**src/rtl/adc_sample_averager.sv**
```systemverilog
// adc_sample_averager: power-of-two window averager with round-half-up result,
// one-entry valid/ready output slot and sticky overrun / saturating drop count.
module adc_sample_averager #(
  parameter int ADC_WIDTH      = 16,
  parameter int MAX_LOG2       = 7,
  parameter int DROP_CNT_WIDTH = 8
) (
  input  logic                      clk,
  input  logic                      aresetn,
  input  logic [ADC_WIDTH-1:0]      sample_in,
  input  logic                      sample_valid,
  input  logic [2:0]                avg_log2,
  input  logic                      clear,
  output logic [ADC_WIDTH-1:0]      avg_data,
  output logic                      avg_valid,
  input  logic                      avg_ready,
  output logic                      overrun,
  output logic [DROP_CNT_WIDTH-1:0] drop_count,
  output logic [MAX_LOG2:0]         fill_count
);
  localparam int AW = ADC_WIDTH + MAX_LOG2;
  localparam int FW = MAX_LOG2 + 1;
  logic [AW-1:0]             acc_q, acc_d;
  logic [FW-1:0]             fill_q, fill_d;
  logic [2:0]                l_q, l_d;
  logic [ADC_WIDTH-1:0]      data_q, data_d;
  logic                      valid_q, valid_d;
  logic                      ovr_q, ovr_d;
  logic [DROP_CNT_WIDTH-1:0] drop_q, drop_d;
  logic [2:0]                l_clamp, l_cur;
  logic [FW-1:0]             fill_inc, window;
  logic [AW-1:0]             sum, half, rounded, shifted;
  logic                      last, res_v, load, drop;
  always_comb begin
    l_clamp  = (avg_log2 > 3'(MAX_LOG2)) ? 3'(MAX_LOG2) : avg_log2;
    // The first sample of a window uses the live exponent; later ones the latched copy
    l_cur    = (fill_q == '0) ? l_clamp : l_q;
    fill_inc = fill_q + FW'(1);
    window   = FW'(1) << l_cur;
    last     = sample_valid && (fill_inc == window);
    sum      = acc_q + AW'(sample_in);
    half     = (l_cur == 3'd0) ? '0 : (AW'(1) << (l_cur - 3'd1));
    rounded  = sum + half;
    shifted  = rounded >> l_cur;
    res_v    = !clear && last;
    load     = res_v && (!valid_q || avg_ready);
    drop     = res_v && valid_q && !avg_ready;
    acc_d    = (clear || last) ? '0 : sample_valid ? sum : acc_q;
    fill_d   = (clear || last) ? '0 : sample_valid ? fill_inc : fill_q;
    l_d      = (!clear && sample_valid && fill_q == '0) ? l_clamp : l_q;
    data_d   = load ? shifted[ADC_WIDTH-1:0] : data_q;
    valid_d  = clear ? 1'b0 : load ? 1'b1 : (valid_q && avg_ready) ? 1'b0 : valid_q;
    ovr_d    = clear ? 1'b0 : (drop || ovr_q);
    drop_d   = clear ? '0 : (drop && drop_q != '1) ? drop_q + DROP_CNT_WIDTH'(1) : drop_q;
  end
  always_ff @(posedge clk or negedge aresetn) begin
    if (!aresetn) begin
      acc_q   <= '0;
      fill_q  <= '0;
      l_q     <= '0;
      data_q  <= '0;
      valid_q <= 1'b0;
      ovr_q   <= 1'b0;
      drop_q  <= '0;
    end else begin
      acc_q   <= acc_d;
      fill_q  <= fill_d;
      l_q     <= l_d;
      data_q  <= data_d;
      valid_q <= valid_d;
      ovr_q   <= ovr_d;
      drop_q  <= drop_d;
    end
  end
  assign avg_data   = data_q;
  assign avg_valid  = valid_q;
  assign overrun    = ovr_q;
  assign drop_count = drop_q;
  assign fill_count = fill_q;
endmodule

```
**config.mk**
```make
export PLATFORM = sky130hd
export DESIGN_NAME = adc_sample_averager
export DESIGN_NICKNAME = d
export VERILOG_FILES = /design/src/rtl/adc_sample_averager.sv
export SDC_FILE = /design/constraint.sdc
export NUM_CORES = 1
export LEC_CHECK = 0
export ABC_AREA = 1
export CAP_MARGIN = 0
export CORE_MARGIN = 5
export CORE_UTILIZATION = 55
export CTS_BUF_LIST = sky130_fd_sc_hd__clkbuf_4 sky130_fd_sc_hd__clkbuf_8
export DETAILED_ROUTE_END_ITERATION = 10
export PLACE_DENSITY_LB_ADDON = 0.12
export SYNTH_ARGS = -nofsm -noshare
export SYNTH_HDL_FRONTEND = slang
export SYNTH_SLANG_ARGS = --single-unit
```
**constraint.sdc**
```tcl
create_clock -name clk -period 5.6 [get_ports clk]
set_clock_uncertainty 0.05 [all_clocks]
set_input_delay 0.84 -clock clk [delete_from_list [all_inputs] [get_ports clk]]
set_output_delay 0.84 -clock clk [all_outputs]
set_load 0.02 [all_outputs]
```
==> flow_summary.toml <==
[run_status]
outcome = "complete, no violations"

[cts]
cts_tree = "built"
postCtsSetupBuffers = 0
cts.clk_slew.worst_paths_ns = 0.07
cts_made_buffers = 9
root_buffer = "clkbuf_8"
clk_latency_ns = 0.35
cts_max_level = 3
holdBufCountCts = 0
clkSinkCount = 60
cts_max_path_buffers = 2

[logic_synthesis]
synth_fa_ha_area_share_pct = 7.08
synth_compound_area_share_pct = 10.4
ys_ff_latch = 60
synthSimpleGateAreaFrac_pct = 42.1
synthesis.nets = 970
synthMuxAreaShare_pct = 0.176
synthFlopType = "dfrtp_1"
synthesis.area_sq_um = 5690
yosys.area.top_type = "dfrtp_1"
yosysWarnings = 0
ys_async_sr_fraction_pct = 100
synth_cell_type_count = 45
synthCells = 915
ys_seq_area_share_pct = 26.4
synth_top_family_by_area = "simple AND/OR/NAND/NOR gates"
synth_edf_count = 0
synth_top_area_share_pct = 26.4
synthXorXnorAreaFrac_pct = 4.46
synth_area_leaders = "dfrtp_1 (26%), nand2_1 (22%), nand3_1 (10%)"
synth_area_per_cell_sq_um = 6.22

[sta]
fin_hold_ws_ns = 0.429
slew_headroom_pct = 48.0
worst_pin_slew_ns = 0.779
finalSetupViolCount = 0
hold_violations = 0
max_freq_ghz = 0.203
rsz0062_at_grt = "false"
min_period_ns = 4.92
finalMaxSlewViolations = 0
timing.setup.tns_ns = 0
finalCritPeriodShare_pct = 87.8

[place]
dpl_cell_area_sq_um = 6340
io_buffers = 57
hpwl_um = 11400
finalWeightedCongestion = 0.903
dp.cells = 1091

[grt]
gr-usage-all-layers_pct = 23.9
grt_pass1_vias = 5411
grt_max_degree = 61
grt_pass1_wl_um = 25000
antenna_found_initial = 0
grt_overflow = 0

[routing]
firstDrtPassIters = 5
viasPerCell = 5.32
wirelength_um = 14600
drc_errors = 0
vias = 5882
drt_iter0_drc = 374
postRouteAntennaNets = 0
wl_per_cell_um = 13.2

[finish]
syn2layout_area_growth_pct = 14.6
drive_gt1_share_pct = 4.43
stdcell_count = 1106
nets = 1021
utilization_pct = 64.0
diodes = 0
design_area_sq_um = 6520

[power_and_ir_drop]
power_density_nw_per_um2 = 346
vdd_ir_drop_max_uv = 233
combPwrFrac_pct = 58.5
leakagePower_nw = 3.35
pwr-share-clk_pct = 16.2
p_int_w = 0.00119
swShare_pct = 47.3
seqPwrFrac_pct = 25.3
p_sw_w = 0.00107

[job]
cap_violations = 0

[setup_path]
crit_fanout = 19
end_kind = "register"
crit_type = "register to register"
critPathSlowestCell = "o21ai_4"
critPathRequiredTime_ns = 5.78
cp.arrival_ns = 5.10
slowest_delay_ns = 0.50
cp-start-kind = "register"

[floorplan]
ioPinCount = 58
core_area_sq_um = 10200
die_w_um = 112
die_y_um = 112
fp.dieArea_sq_um = 12500
rows = 37
initial_core_util_pct = 55.9

[worst_hold_path]
hp-class = "register to register"
-- synthesized netlist by cell type, types with 2 or more instances --
master      n
o21a_1      3
ha_1       29
nor3_1      8
inv_1     109
clkbuf_1   10
xor2_1     22
o21ai_0    36
o211ai_1    6
a21oi_1    21
nand2_2     2
o21ai_2     2
fa_1        2
o22ai_1    11
nand4_1    17
nand2_1   332
xnor2_1     7
nor2_1     77
buf_6       3
o21ai_4     4
inv_2       2
o21bai_1    2
dfrtp_1    60
buf_4       2
o21ai_1     5
nand3_1   115
buf_2       6
or2_2       3
nor2_2      2
-- cell families (layout without fill, tap and decap cells) --
| kind of cell | after synthesis | after routing |
|---|---|---|
| buffers and inverters | 133 | 188 |
| multiplexers | 1 | 1 |
| AO/OA/AOI/OAI | 96 | 96 |
| XOR/XNOR | 29 | 29 |
| AND/OR/NAND/NOR | 565 | 565 |
| adder cells (fa/ha/maj) | 31 | 31 |
| flip-flops | 60 | 60 |
-- cells in the final DEF (no fill, tap or decap), types with 2 or more instances in the layout --
master | synthesis | layout
o21a_1 | 3 | 3
o21bai_1 | 2 | 2
o21ai_2 | 2 | 2
nand2_2 | 2 | 3
inv_1 | 109 | 109
o22ai_1 | 11 | 11
nand2_1 | 332 | 331
nor2_2 | 2 | 2
inv_2 | 2 | 2
dfrtp_1 | 60 | 60
o21ai_0 | 36 | 36
buf_4 | 2 | 5
nor2_1 | 77 | 77
ha_1 | 29 | 29
o211ai_1 | 6 | 6
nor3_1 | 8 | 8
o21ai_4 | 4 | 4
xnor2_1 | 7 | 7
o21ai_1 | 5 | 5
clkbuf_8 | 0 | 11
nand3_1 | 115 | 115
or2_2 | 3 | 3
fa_1 | 2 | 2
clkinv_2 | 0 | 2
clkbuf_4 | 0 | 2
clkdlybuf4s50_1 | 0 | 56
a21oi_1 | 21 | 21
nand4_1 | 17 | 17
xor2_1 | 22 | 22
-- worst max-delay path, delay by kind of cell, from the launching register on --
family          cells  cell delay, ns
compound gates      3            1.02
fa+ha+maj           4            0.93
buf+inv             5            0.41
flops               1            0.45
simple gates       15            1.95
-- per-stage QoR --
| stage | total power [W] | setup slack [ns] |
|---|---|---|
| finish | 0.00226 | 0.685 |
| global route | 0.00246 | 0.177 |
| CTS | 0.00226 | 0.565 |
| detailed placement | 0.00189 | 0.587 |
| global placement | 0.00188 | 0.733 |
| floorplan | 0.00153 | 1.11 |
-- power groups by stage --
| stage | Combinational, W | Clock (W) | Sequential [W] |
|---|---|---|---|
| 2_1_floorplan | 0.000890 | 0 | 0.000641 |
| 3_3_place_gp | 0.00130 | 0 | 0.000578 |
| 3_5_place_dp | 0.00131 | 0 | 0.000580 |
| 4_1_cts | 0.00131 | 0.000372 | 0.000572 |
| 5_1_grt | 0.00149 | 0.000395 | 0.000584 |
| 6_report | 0.00132 | 0.000366 | 0.000571 |
-- area by class of cell --
cell class              instances  area [sq um]
fillers                      1003          3660
clock buffers                  13           166
flip-flops and latches         60          1500
inverters                     111           417
multi-input cells             722          3650
repair buffers                 62           603
well taps                     136           170
clock inverters                 2          10.0
-- what timing repair did --
item,in CTS,in global routing
hold endpoints to repair,0,0
endpoints found under the setup margin,0,1
gates resized for setup,0,1
-- metal layers --
metal  share of wire [%]  track usage (%)  vias to the layer above  routed length, um
met1                  46             32.4                     2668               6740
met2                  47             39.2                      139               6890
met3                 5.4             4.73                       21                788
li1                    -                -                     3054                  -
met5                   0                0                        -                  0
met4                 1.3             6.33                        0                192
-- path summary, 6_finish.rpt --
path                       slack [ns]  cells past startpoint                  endpoint                       from
setup / recovery                 0.68                     27  avg_data[14]$_DFFE_PN0P_  fill_count[0]$_DFFE_PN0P_
hold / removal                   0.43                      2      acc_q[0]$_DFFE_PN0P_       acc_q[0]$_DFFE_PN0P_
setup reg to reg                 0.68                     27  avg_data[14]$_DFFE_PN0P_  fill_count[0]$_DFFE_PN0P_
hold reg to reg                  0.43                      2      acc_q[0]$_DFFE_PN0P_       acc_q[0]$_DFFE_PN0P_
max in group asynchronous        4.38                      2   avg_data[2]$_DFFE_PN0P_                    aresetn
min in group asynchronous        0.60                      2     acc_q[13]$_DFFE_PN0P_                    aresetn
-- registers in the layout, summed over array words and instances, names as in the netlist --
register / cells
fill_count: 8
acc_q: 23
drop_count: 8
avg_valid: 1
l_q: 3
avg_data: 16
overrun: 1
Note: power is estimated with default switching activity, not from simulation.
